**src/rtl/md_pkg.sv**
```systemverilog
// Shared constants for the mul/div issue controller: FSM state encoding,
// the $rstatus register index and the ISA exception codes.
package md_pkg;

    typedef logic [1:0] md_state_t;

    localparam md_state_t ST_IDLE   = 2'd0;
    localparam md_state_t ST_LAUNCH = 2'd1;
    localparam md_state_t ST_WAIT   = 2'd2;
    localparam md_state_t ST_DONE   = 2'd3;

    localparam logic [4:0] RSTATUS_REG  = 5'd30;
    localparam logic [2:0] MUL_EXC_CODE = 3'd4;
    localparam logic [2:0] DIV_EXC_CODE = 3'd5;

    function automatic logic [2:0] exc_code(input logic is_div);
        return is_div ? DIV_EXC_CODE : MUL_EXC_CODE;
    endfunction

endpackage

```
**src/rtl/md_watchdog.sv**
```systemverilog
// Resettable up-counter with clear and terminal-count flag; bounds the WAIT
// state when MD_WATCHDOG_EN is defined (the module only exists in that build).
`ifdef MD_WATCHDOG_EN
module md_watchdog #(
    parameter int LIMIT = 40
) (
    input  logic clk,
    input  logic reset,
    input  logic clr_i,
    input  logic en_i,
    output logic tc_o
);
    localparam int CW = $clog2(LIMIT + 1);

    logic [CW-1:0] cnt_q;

    // Saturates at LIMIT so tc stays asserted until the owner clears it.
    always_ff @(posedge clk) begin
        if (reset || clr_i) begin
            cnt_q <= '0;
        end else if (en_i && !tc_o) begin
            cnt_q <= cnt_q + CW'(1);
        end
    end

    assign tc_o = (cnt_q == CW'(LIMIT));

endmodule
`endif

```
**src/rtl/multdiv_issue_ctrl.sv**
```systemverilog
// Launches one mul/div operation, holds its operands, stalls until the unit is
// ready and emits one writeback. MD_WATCHDOG_EN adds a WAIT timeout.
module multdiv_issue_ctrl
    import md_pkg::*;
#(
    parameter int WIDTH    = 32,
    parameter int WD_LIMIT = 40
) (
    input  logic             clk,
    input  logic             reset,
    input  logic             start,
    input  logic             is_div,
    input  logic [WIDTH-1:0] op_a,
    input  logic [WIDTH-1:0] op_b,
    input  logic [4:0]       rd,
    input  logic             flush,
    output logic [WIDTH-1:0] unit_a,
    output logic [WIDTH-1:0] unit_b,
    output logic             mult_start,
    output logic             div_start,
    input  logic [WIDTH-1:0] mult_result,
    input  logic [WIDTH-1:0] div_result,
    input  logic             mult_ready,
    input  logic             div_ready,
    input  logic             mult_exc,
    input  logic             div_exc,
    output logic             stall,
    output logic             wb_valid,
    output logic [4:0]       wb_rd,
    output logic [WIDTH-1:0] wb_data
);

    md_state_t        state_q, state_d;
    logic [WIDTH-1:0] a_q, a_d, b_q, b_d, res_q, res_d;
    logic [4:0]       rd_q, rd_d;
    logic             div_q, div_d, exc_q, exc_d;

    logic             unit_ready;
    logic             unit_exc;
    logic [WIDTH-1:0] unit_res;
    logic             wd_tc;

    assign unit_ready = div_q ? div_ready  : mult_ready;
    assign unit_exc   = div_q ? div_exc    : mult_exc;
    assign unit_res   = div_q ? div_result : mult_result;

`ifdef MD_WATCHDOG_EN
    md_watchdog #(.LIMIT(WD_LIMIT)) u_watchdog (
        .clk   (clk),
        .reset (reset),
        .clr_i (state_q != ST_WAIT),
        .en_i  (state_q == ST_WAIT),
        .tc_o  (wd_tc)
    );
`else
    assign wd_tc = 1'b0;
`endif

    always_comb begin
        state_d = state_q;
        a_d     = a_q;
        b_d     = b_q;
        rd_d    = rd_q;
        div_d   = div_q;
        res_d   = res_q;
        exc_d   = exc_q;
        case (state_q)
            ST_IDLE: begin
                if (start && !flush) begin
                    a_d     = op_a;
                    b_d     = op_b;
                    rd_d    = rd;
                    div_d   = is_div;
                    state_d = ST_LAUNCH;
                end
            end
            // Ready may still be high from the previous operation here.
            ST_LAUNCH: state_d = flush ? ST_IDLE : ST_WAIT;
            ST_WAIT: begin
                if (flush) begin
                    state_d = ST_IDLE;
                end else if (unit_ready) begin
                    res_d   = unit_res;
                    exc_d   = unit_exc;
                    state_d = ST_DONE;
                end else if (wd_tc) begin
                    exc_d   = 1'b1;
                    state_d = ST_DONE;
                end
            end
            default: state_d = ST_IDLE;
        endcase
    end

    always_ff @(posedge clk) begin
        if (reset) begin
            state_q <= ST_IDLE;
            a_q     <= '0;
            b_q     <= '0;
            rd_q    <= '0;
            div_q   <= 1'b0;
            res_q   <= '0;
            exc_q   <= 1'b0;
        end else begin
            state_q <= state_d;
            a_q     <= a_d;
            b_q     <= b_d;
            rd_q    <= rd_d;
            div_q   <= div_d;
            res_q   <= res_d;
            exc_q   <= exc_d;
        end
    end

    // Operands only change on acceptance, so the divider sees stable signs.
    assign unit_a     = a_q;
    assign unit_b     = b_q;
    assign mult_start = (state_q == ST_LAUNCH) && !div_q;
    assign div_start  = (state_q == ST_LAUNCH) &&  div_q;
    assign stall      = ((state_q == ST_IDLE) && start && !flush)
                      || (state_q == ST_LAUNCH) || (state_q == ST_WAIT);

    assign wb_valid = (state_q == ST_DONE) && !flush && (exc_q || (rd_q != 5'd0));
    assign wb_rd    = (state_q != ST_DONE) ? 5'd0 : (exc_q ? RSTATUS_REG : rd_q);
    assign wb_data  = (state_q != ST_DONE) ? '0
                    : (exc_q ? WIDTH'(exc_code(div_q)) : res_q);

endmodule

```
**config.mk**
```make
export PLATFORM = sky130hd
export DESIGN_NAME = multdiv_issue_ctrl
export DESIGN_NICKNAME = d
export VERILOG_FILES = /design/src/rtl/md_pkg.sv /design/src/rtl/md_watchdog.sv /design/src/rtl/multdiv_issue_ctrl.sv
export SDC_FILE = /design/constraint.sdc
export NUM_CORES = 1
export LEC_CHECK = 0
export ABC_AREA = 1
export BUFFER_PORTS_ARGS = -buffer_cell sky130_fd_sc_hd__buf_2
export CAP_MARGIN = 20
export CORE_UTILIZATION = 50
export DETAILED_ROUTE_END_ITERATION = 10
export GPL_ROUTABILITY_DRIVEN = 1
export PLACE_DENSITY = 0.93
export SYNTH_ARGS = -nofsm -noshare
export SYNTH_HDL_FRONTEND = slang
export SYNTH_SLANG_ARGS = --single-unit
```
**constraint.sdc**
```tcl
create_clock -name clk -period 3 [get_ports clk]
set_input_delay 0 -clock clk [delete_from_list [all_inputs] [get_ports clk]]
set_output_delay 0 -clock clk [all_outputs]
set_load 0.05 [all_outputs]
```
Word level (Yosys, flattened, before mapping)
Cells that the tools add are included.

Register bits: 105. Bits of input ports: 142. Output and inout port bits: 105. Logic and storage cells: 44.

Equal/unequal tests: 6. Mux-type cells: 13. Bitwise operators: 1. Reduce and logical (&&, ||, !) cells: 17.

Operators with widths (count): 32-bit 2-to-1 mux (3); 5-bit 2-to-1 mux (2); 2-bit 2-to-1 mux (4); 1-bit logical AND (7); 2-bit case mux with 3 select lines (1); 5-bit nonzero test (1); 2-bit == test (second input constant) (2); 2-bit inequality test (second input constant) (2); 2-bit AND reduction (2); 1-bit logical OR (3); 1-bit 2-to-1 mux (3); 3-bit inequality test (second input constant) (1); 3-bit AND reduction (1); 2-bit by 1-bit == test with 1-bit output (second input constant) (1); 1-bit logical NOT (2); 2-bit logical NOT (1); 1-bit inverter (1).

Logic depth before layout (Yosys ltp)
Gate-level depths: netlist (run 1).

Depth in word-level cells: 5. Depth in mapped cells: 8. Mapped depth without buffers: 6.

Least setup slack after synthesis (run 1)
OpenSTA, ideal clock, no wires.

Path kind: reg2out. Start: reg state_q[1]. End: out wb_rd[0]. Arrival time: 1.715 ns. Required time: 3.000 ns. Slack: 1.285 ns. Stages on the path, launching flop included: 4. Path buffers: 1. Cell sequence: dfxtp_1 > nand2_1 > buf_2 > nor3_1.

Longest elaborated chain between the ends: 2.

RTL lines: start, declared (line multdiv_issue_ctrl.sv:33) `md_state_t state_q, state_d;`; start signal, assigned (line multdiv_issue_ctrl.sv:105) `state_q <= state_d;`; 2-bit inequality test (line multdiv_issue_ctrl.sv:124) `assign wb_rd = (state_q != ST_DONE) ? 5'd0 : (exc_q ? RSTATUS_REG : rd_q);`; 5-bit 2-to-1 mux (line multdiv_issue_ctrl.sv:124); end, declared (line multdiv_issue_ctrl.sv:29) `output logic [4:0] wb_rd,`.

No other way between the ends.

Worst setup path after layout (run 1)
Start: reg state_q[1]. End: reg a_q[15] (netlist: unit_a[15]).

Longest elaborated chain between the ends: 2.

RTL lines: 2-bit logical NOT (line multdiv_issue_ctrl.sv:67) `case (state_q)`; 2-bit AND reduction (no source line); end signal, assigned (line multdiv_issue_ctrl.sv:98) `a_q <= '0;`; end signal, assigned (line multdiv_issue_ctrl.sv:106) `a_q <= a_d;`; end, declared (line multdiv_issue_ctrl.sv:34) `logic [WIDTH-1:0] a_q, a_d, b_q, b_d, res_q, res_d;`.

No other way between the ends. A chain may end at the register's enable or synchronous reset.

==> results of run 1 <==
-- power by group --
part	leakage [nW]	internal [mW]	switching, mW
Clock	0.0922	0.324	0.533
Sequential	0.859	1.48	0.0570
Combinational	2.76	0.280	0.569
-- per-stage QoR --
step                hold slack (ns)  cell area (um^2)
floorplan                    0.0777              4940
global placement              0.201              6060
detailed placement            0.199              6060
CTS                          0.0212              6970
global route                 0.0643              6970
finish                       0.0207              6970
-- path summary, 6_finish.rpt --
kind | startpoint | endpoint | slack (ns) | cells past startpoint
max | state_q[1]$_SDFFE_PP0P_ | unit_a[15]$_SDFFE_PP0P_ | 0.72 | 5
min | div_result[3] | res_q[3]$_SDFFE_PP0P_ | 0.02 | 7
max reg2reg | state_q[1]$_SDFFE_PP0P_ | unit_a[15]$_SDFFE_PP0P_ | 0.72 | 5
min reg2reg | res_q[15]$_SDFFE_PP0P_ | res_q[15]$_SDFFE_PP0P_ | 0.49 | 2
-- critical path: stages, from the launching register on --
cell     delay [ns]
dfxtp_1        0.38
nor2_4         0.18
nand3_4        0.51
inv_4          0.75
nor2_1         0.15
nor2_1         0.17
-- state kept, by name (all words and copies together), names as in the netlist --
name / cells
unit_b: 32
res_q: 32
state_q: 2
div_q: 1
rd_q: 5
exc_q: 1
unit_a: 32
-- routing by layer --
| layer | up-vias | wire, um |
|---|---|---|
| met5 | - | 0 |
| met4 | 0 | 890 |
| met3 | 80 | 1310 |
| met2 | 285 | 7980 |
| met1 | 2562 | 6120 |
| li1 | 2890 | - |
-- cell families (layout without fill, tap and decap cells) --
group / Yosys count / in the layout / synth area share
AO/OA/AOI/OAI: 80 / 80 / 0.0815
buffers and inverters: 131 / 420 / 0.128
flip-flops: 105 / 105 / 0.425
other: 0 / 1 / 0
AND/OR/NAND/NOR: 457 / 457 / 0.366
-- cell usage in the layout (no fill, tap or decap), drive strengths merged --
master       count
nand2          108
diode            1
dfxtp          105
o211ai           1
nor3             1
nand3           35
dlygate4sd3     72
clkbuf          10
nand4            1
nor2           311
inv             84
a21oi            6
nor4             1
buf            250
clkinv           3
o21ai           73
clkinvlp         1
-- area by class of cell --
class                   count  share of cell area
clock inverters             6             0.00879
repair buffers            322               0.286
flip-flops and latches    105               0.302
diodes                      1            0.000359
multi-input cells         537               0.317
well taps                 129              0.0232
clock buffers              10              0.0183
inverters                  82              0.0445
==> run_results.csv, run 1 <==
group,metric,value,unit
clock_tree,cts_setup_buffers,0,
yosys,synth_seq_area_share,0.425,
layout,utilization,0.740,
worst_setup_path,path_max_fanout,71,
yosys,yosysTopAreaCellShare,0.425,
floorplan,coreArea,9420,um^2
yosys,avgSynthCellArea,6.40,um^2
timing,setup_viol,0,
clock_tree,ctsHoldBuffers,72,
timing,post-route-period-util,0.760,
grt,grt.busiest_layer,"met2",
yosys,synth_top_flop_cell,"dfxtp_1",
grt,grt_util_met1,0.343,
yosys,ys_seq_elements,105,
layout,fill_cells,710,
job,cap_violations,0,
place,hpwl,9.28,mm
outcome,status,"finished, final reports clean",
timing,drv_slew,0,
route,dr.pass1.iters,4,
yosys,synthArstFlopShare,0,
grt,grt_util_met2,0.561,
pwr,max-vdd-ir-drop,0.339,mV
route,drtIter0Drc,290,
timing,tns,0,ns
route,wirelength,16.3,mm
layout,layout.nets,1199,
layout,finalNonFillerCells,1192,
clock_tree,htree_num_levels,3,
grt,antenna_found_initial,1,
clock_tree,cts_root_buf,"clkbuf_8",
layout,area_growth,41.0,%
place,place.gp.congestion,0.749,
clock_tree,clk_path_buf_depth,2,
route,drc_errors,0,
pwr,cellPowerDensity,465,nW/um^2
route,wl_per_cell,13.7,um
worst_setup_path,path_class,"reg -> reg",
floorplan,die_w,101,um
floorplan,initial_core_util,0.525,
layout,multi_input_area,2210,um^2
timing,finalWorstSetupSlack,0.720,ns
worst_hold_path,min_path_type,"in -> reg",
yosys,synthTopCellsByCount,"308 x nor2_1, 107 x nand2_1, 105 x dfxtp_1",
clock_tree,clock_latency,0.36,ns
timing,fin_crit,2.28,ns
pwr,leakagePower,3.71,nW
place,port_buffers,246,
grt,grt_overflow_total,0,
clock_tree,cts_buffers,9,
clock_tree,cts_tree,"built",
timing,clock_skew,0.0223,ns
worst_setup_path,worst_setup_path_end_kind,"flop",
grt,grtUsageTotal,0.316,
yosys,synth_most_common_cell,"nor2_1",
yosys,synth_edf_count,0,
yosys,synth_area_leader_cell,"dfxtp_1",
grt,grt_pass1_vias,5546,
route,ant_nets,0,
place,place_ws,0.842,ns
clock_tree,path_clk_slew,0.12,ns
layout,regArea,2100,um^2
timing,fmax,439,MHz
pwr,power,3.24,mW
floorplan,io_pins,247,
worst_setup_path,required,3.28,ns
yosys,synth_warnings,0,
floorplan,rows,35,
yosys,netlist_top_cells_area,"dfxtp_1 43%, nor2_1 23%, nand2_1 8.1%",
yosys,synth.distinct_cells,24,
clock_tree,cts_sinks,105,
timing,hold_viol,0,
floorplan,die_area,10300,um^2
timing,worst_pin_slew,0.917,ns
timing,rsz0062_at_grt,"false",
timing,max_slew_margin,0.389,
place,dp.cells,1103,
floorplan,die_h,101,um
yosys,synth_area,4940,um^2
layout,layout-drive-gt1-share,0.260,
route,vias,5817,
yosys,synth_fp_nets,915,
grt,grt_pass1_wl,25.6,mm
clock_tree,cts_resized,0,
grt,grt_max_degree,72,
route,avgViaCountPerCell,4.88,
grt,grt_use_met3,0.0704,
yosys,syn_inst,773,
worst_setup_path,worst-endpoint-arrival,2.56,ns
worst_setup_path,startpoint_type,"flop",
(Power assumes the default switching activity.)
==> inputs of run 2 (changes only) <==
- CORE_UTILIZATION: 50 -> 42
- PLACE_DENSITY: 0.93 -> 0.84
- clock period: 3 -> 2 ns (I/O delays scaled with it)
==> run 2 against run 1 <==
Effect of this change: flip-flop and latch count unchanged; worst hold slack better by 0.027 ns; wire length is 3.6% lower; final cell count increased by 2.3%; largest cell class unchanged; worst setup slack got worse by 0.48 ns; largest power group unchanged; sequential power up 50%; via count fell by 1.3%; highest routed layer unchanged; clock power is 110% higher.
==> run_results.csv, run 2 (same netlist as run 1, synthesis figures left out) <==
group,metric,value,unit
timing,fin_crit,1.76,ns
pwr,cellPowerDensity,749,nW/um^2
route,drtIter0Drc,369,
timing,drv_slew,0,
job,cap_violations,0,
floorplan,die_area,12200,um^2
place,hpwl,9.57,mm
place,place.gp.congestion,0.798,
pwr,leakagePower,3.85,nW
clock_tree,cts_root_buf,"clkbuf_16",
timing,tns,0,ns
timing,fmax,569,MHz
timing,worst_pin_slew,0.664,ns
worst_setup_path,startpoint_type,"flop",
grt,grt_max_degree,46,
layout,area_growth,46.3,%
worst_setup_path,path_class,"reg -> out",
grt,antenna_found_initial,1,
timing,max_slew_margin,0.556,
floorplan,io_pins,247,
timing,holdWs,0.0473,ns
worst_setup_path,worst-endpoint-arrival,1.76,ns
route,wl_per_cell,12.9,um
floorplan,die_w,110,um
route,dr.pass1.iters,5,
timing,rsz0062_at_grt,"false",
layout,multi_input_area,2210,um^2
clock_tree,ctsHoldBuffers,72,
worst_hold_path,worstHoldStart,"div_result[6]",
grt,grt_overflow_total,0,
worst_setup_path,crit_start,"state_q[1]$_SDFFE_PP0P_",
timing,clock_skew,0.00875,ns
route,ant_nets,0,
route,avgViaCountPerCell,4.71,
worst_setup_path,required,2.00,ns
worst_setup_path,cp-endpoint,"wb_data[0]",
layout,final_common_cell,"nor2_1",
grt,grt_pass1_wl,25.7,mm
clock_tree,cts_resized,0,
timing,hold_viol,0,
floorplan,coreArea,11500,um^2
clock_tree,htree_num_levels,3,
floorplan,die_h,110,um
route,drc_errors,0,
clock_tree,cts_buffers,9,
route,wirelength,15.7,mm
floorplan,initial_core_util,0.431,
worst_setup_path,r2r-start,"state_q[1]$_SDFFE_PP0P_",
grt,grtUsageTotal,0.259,
layout,regArea,2100,um^2
floorplan,rows,39,
worst_hold_path,min_path_type,"in -> reg",
worst_setup_path,reg2reg_slack,0.46,ns
timing,post-route-period-util,0.879,
layout,layout.nets,1213,
worst_setup_path,path_max_fanout,7,
layout,layout-drive-gt1-share,0.270,
clock_tree,cts_setup_buffers,0,
clock_tree,path_clk_slew,0.07,ns
route,vias,5742,
grt,grt_pass1_vias,5473,
place,port_buffers,246,
worst_setup_path,reg2reg_to,"state_q[1]$_SDFFE_PP0P_",
timing,setup_viol,0,
clock_tree,cts_tree,"built",
clock_tree,clock_latency,0.34,ns
layout,layout_common_cells,"308 x nor2_1, 245 x buf_2, 107 x nand2_1",
worst_setup_path,ff2ff_path_depth,4,
clock_tree,clk_path_buf_depth,2,
worst_setup_path,worst_setup_path_end_kind,"output pin",
layout,fill_cells,1002,
outcome,status,"finished, final reports clean",
pwr,max-vdd-ir-drop,0.495,mV
clock_tree,cts_sinks,105,
==> run 2: cell types whose count changed in the layout (fill, tap and decap cells not counted) <==
cell and change:
clkbuf_8 -8, inv_8 -1, clkbuf_16 +9, buf_2 -1
buf_12 +1, clkbuf_1 -1, clkinv_8 -1, inv_6 +1
buf_4 +14, bufinv_16 +1
==> run 2: layout make-up <==
cell class              count  share of cell area
repair buffers            336               0.292
clock inverters             6              0.0100
flip-flops and latches    105               0.291
inverters                  82              0.0429
well taps                 143              0.0247
multi-input cells         537               0.306
diodes                      1            0.000346
clock buffers              10              0.0330
==> run 2: layer usage <==
layer  GRT usage  share of wire
met1       0.288           0.40
met2       0.450           0.49
met3      0.0724          0.078
met4       0.130          0.037
met5           0              0
==> run 2: power breakdown <==
part,switching (mW),total (mW),internal [mW]
Clock,0.811,1.83,1.02
Combinational,0.852,1.30,0.447
Sequential,0.0697,2.29,2.22
==> run 2: critical path, stage by stage (launching register included) <==
cell and delay (ns):
dfxtp_1 0.45, nand2_1 0.22, inv_1 0.16, o21ai_0 0.11
a21oi_1 0.17, buf_2 0.31
==> run 2: how the worst min path moves through the flow <==
stage                                          to  slack (ns)  cells after the start
after detailed placement  state_q[1]$_SDFFE_PP0P_        0.21                      2
final                       res_q[6]$_SDFFE_PP0P_        0.05                      7
after global routing        res_q[5]$_SDFFE_PP0P_        0.07                      7
after floorplan           state_q[1]$_SDFFE_PP0P_        0.08                      1
after CTS                   res_q[6]$_SDFFE_PP0P_        0.04                      7
after global placement    state_q[1]$_SDFFE_PP0P_        0.21                      2
==> run 2: metrics by stage <==
step	util	cells	worst slack, ns	power (mW)	instance area, um^2
final	0.631	1220	0.243	5.42	7230
after floorplan	-	773	0.285	3.15	4940
after detailed placement	0.540	1131	0.635	3.49	6200
after global routing	0.630	1219	0.112	5.68	7230
after global placement	0.540	1131	0.667	3.47	6200
after CTS	0.630	1219	0.251	5.42	7230
==> inputs of run 3 (changes only) <==
- ABC_AREA: 1 -> not set
- CORE_UTILIZATION: 42 -> 40
- PLACE_DENSITY: 0.84 -> 0.83
==> run 3 against run 2 <==
Effect of this change: synthesized cell count shrank 32%; combinational power decreased by 27%; first-iteration DRC count down 25%; clock power is 27% lower; worst hold slack got worse by 0.025 ns; register-to-register slack got worse by 0.32 ns; sequential share of layout area increased by 0.31 points; final area shrank 1.0%; area after synthesis fell by 10%; critical path type is now reg -> reg.
==> run_results.csv, run 3 <==
group,metric,value,unit
clock_tree,path_clk_slew,0.09,ns
floorplan,rows,38,
floorplan,io_pins,247,
worst_hold_path,min_path_type,"in -> reg",
pwr,leakagePower,3.13,nW
worst_setup_path,critPathBufInv,2,
clock_tree,clk_path_buf_depth,2,
grt,grt_pass1_wl,22.3,mm
yosys,yosysTopAreaCellShare,0.473,
job,cap_violations,0,
timing,drv_slew,0,
yosys,netlist_top_cells_area,"dfxtp_1 47%, nand2_1 12%, a21oi_1 12%",
timing,worst_pin_slew,0.528,ns
worst_setup_path,startpoint_type,"flop",
yosys,synth_seq_area_share,0.473,
yosys,yosys.area_share.simple,0.192,
floorplan,die_h,107,um
yosys,syn_inst,523,
timing,max_slew_margin,0.648,
layout,antenna_cells,0,
clock_tree,cts_tree,"built",
place,port_buffers,246,
layout,final_common_cell,"buf_2",
clock_tree,htree_num_levels,3,
layout,regArea,2100,um^2
route,wl_per_cell,14.8,um
yosys,synthTopCellsByCount,"141 x nand2_1, 105 x dfxtp_1, 104 x a21oi_1",
yosys,synth_top_family_by_area,"simple AND/OR/NAND/NOR gates",
timing,setup_viol,0,
yosys,synth_edf_count,0,
layout,finalNonFillerCells,1011,
place,dp.cells,873,
route,drtIter0Drc,277,
yosys,ys_seq_elements,105,
clock_tree,cts_buffers,9,
yosys,synth_warnings,0,
worst_setup_path,required,2.26,ns
yosys,synth_fp_nets,665,
yosys,synth_area_leader_cell,"dfxtp_1",
yosys,synth_compound_area_frac,0.176,
timing,tns,0,ns
route,wirelength,15.0,mm
timing,rsz0062_at_grt,"false",
layout,area_growth,61.2,%
floorplan,die_area,11500,um^2
route,dr.max_layer_used,"met4",
clock_tree,cts_sinks,105,
timing,clock_skew,0.00540,ns
layout,layout_common_cells,"222 x buf_2, 140 x nand2_1, 121 x dlygate4sd3_1",
worst_setup_path,slowest_stage,"dlygate4sd3_1",
timing,fmax,537,MHz
floorplan,die_w,107,um
grt,grt_pass1_vias,4890,
outcome,status,"finished, final reports clean",
worst_setup_path,path_cells,"buf_6, mux2i_1, dlygate4sd3_1, a211oi_1",
route,vias,5054,
grt,grt_max_degree,69,
pwr,cellPowerDensity,628,nW/um^2
place,hpwl,8.27,mm
clock_tree,cts_root_buf,"clkbuf_8",
layout,layout-drive-gt1-share,0.323,
yosys,synthArstFlopShare,0,
worst_setup_path,cp_slowest_stage_delay,0.59,ns
route,drc_errors,0,
clock_tree,clock_latency,0.35,ns
route,wl_met3,837,um
worst_setup_path,worst-endpoint-arrival,2.12,ns
worst_setup_path,worst_setup_path_end_kind,"flop",
route,dr.pass1.iters,4,
yosys,synth_mux_area_frac,0.0823,
layout,multi_input_area,2020,um^2
layout,layout.nets,1008,
worst_setup_path,path_class,"reg -> reg",
yosys,synth_most_common_cell,"nand2_1",
timing,hold_viol,0,
grt,antenna_found_initial,0,
yosys,synth_area,4440,um^2
grt,grt_overflow_total,0,
route,ant_nets,0,
timing,post-route-period-util,0.931,
pwr,max-vdd-ir-drop,0.520,mV
worst_setup_path,path_max_fanout,37,
yosys,synth_top_flop_cell,"dfxtp_1",
floorplan,coreArea,10800,um^2
yosys,synthXorXnorAreaFrac,0.00197,
layout,fill_cells,873,
timing,fin_crit,1.86,ns
worst_setup_path,crit_family,"buffers and inverters",
route,met2_length,7.41,mm
place,place.gp.congestion,0.724,
floorplan,initial_core_util,0.410,
yosys,avgSynthCellArea,8.49,um^2
route,m1WireLength,5.79,mm
yosys,synth.distinct_cells,21,
yosys,synthAdderAreaFrac,0,
route,avgViaCountPerCell,5.00,
grt,grtUsageTotal,0.247,
## run 3: power by group
group / internal, mW / switching (mW) / total (mW) / leakage, nW
clock network: 0.649 / 0.692 / 1.34 / 0.103
registers: 2.16 / 0.0395 / 2.20 / 0.854
logic: 0.414 / 0.534 / 0.949 / 2.17
## run 3: worst min-delay path, stage by stage
cell,delay [ns]
buf_2,0.10
mux2i_1,0.13
a211oi_1,0.10
## run 3: metal layers
metal | vias to the layer above | track usage
met3 | 82 | 0.0527
met1 | 2295 | 0.253
met2 | 234 | 0.448
li1 | 2443 | -
met4 | 0 | 0.170
met5 | - | 0
## run 3: final cells by class
| cell class | instances | area share |
|---|---|---|
| clock buffers | 12 | 0.0217 |
| clock inverters | 4 | 0.00717 |
| inverters | 1 | 0.000524 |
| multi-input cells | 369 | 0.283 |
| flip-flops and latches | 105 | 0.294 |
| well taps | 140 | 0.0245 |
| repair buffers | 380 | 0.370 |
## run 3: final timing paths
path                                         startpoint                 endpoint  slack [ns]  cells past startpoint
worst max-delay path                 div_q$_SDFFE_PP0P_    res_q[4]$_SDFFE_PP0P_        0.14                      4
worst min-delay path                    mult_result[17]   res_q[17]$_SDFFE_PP0P_        0.02                      3
worst min register to register  unit_b[11]$_SDFFE_PP0P_  unit_b[11]$_SDFFE_PP0P_        0.46                      2
worst max register to register       div_q$_SDFFE_PP0P_    res_q[4]$_SDFFE_PP0P_        0.14                      4
## run 3: kinds of logic after synthesis
kind of cell | after synthesis
multiplexers | 36
AO/OA/AOI/OAI | 139
buffers and inverters | 49
XOR/XNOR | 1
flip-flops | 105
AND/OR/NAND/NOR | 193
## run 3: what timing repair did
action,in CTS,in global routing
setup buffers,0,0
hold endpoints to repair,97,0
gates resized for setup,0,29
hold buffers,121,0
endpoints found under the setup margin,0,45
## run 3: through the flow
step | utilization | hold slack (ns) | setup WS [ns] | area, um^2 | total power [mW]
after floorplan | - | 0.136 | 0.147 | 4440 | 2.75
after global placement | 0.522 | 0.241 | 0.341 | 5660 | 2.97
after detailed placement | 0.522 | 0.247 | 0.332 | 5660 | 2.98
after CTS | 0.653 | 0.000469 | 0.00270 | 7080 | 4.52
after global routing | 0.660 | 0.00688 | 0.0214 | 7160 | 4.69
final | 0.660 | 0.0219 | 0.138 | 7160 | 4.49
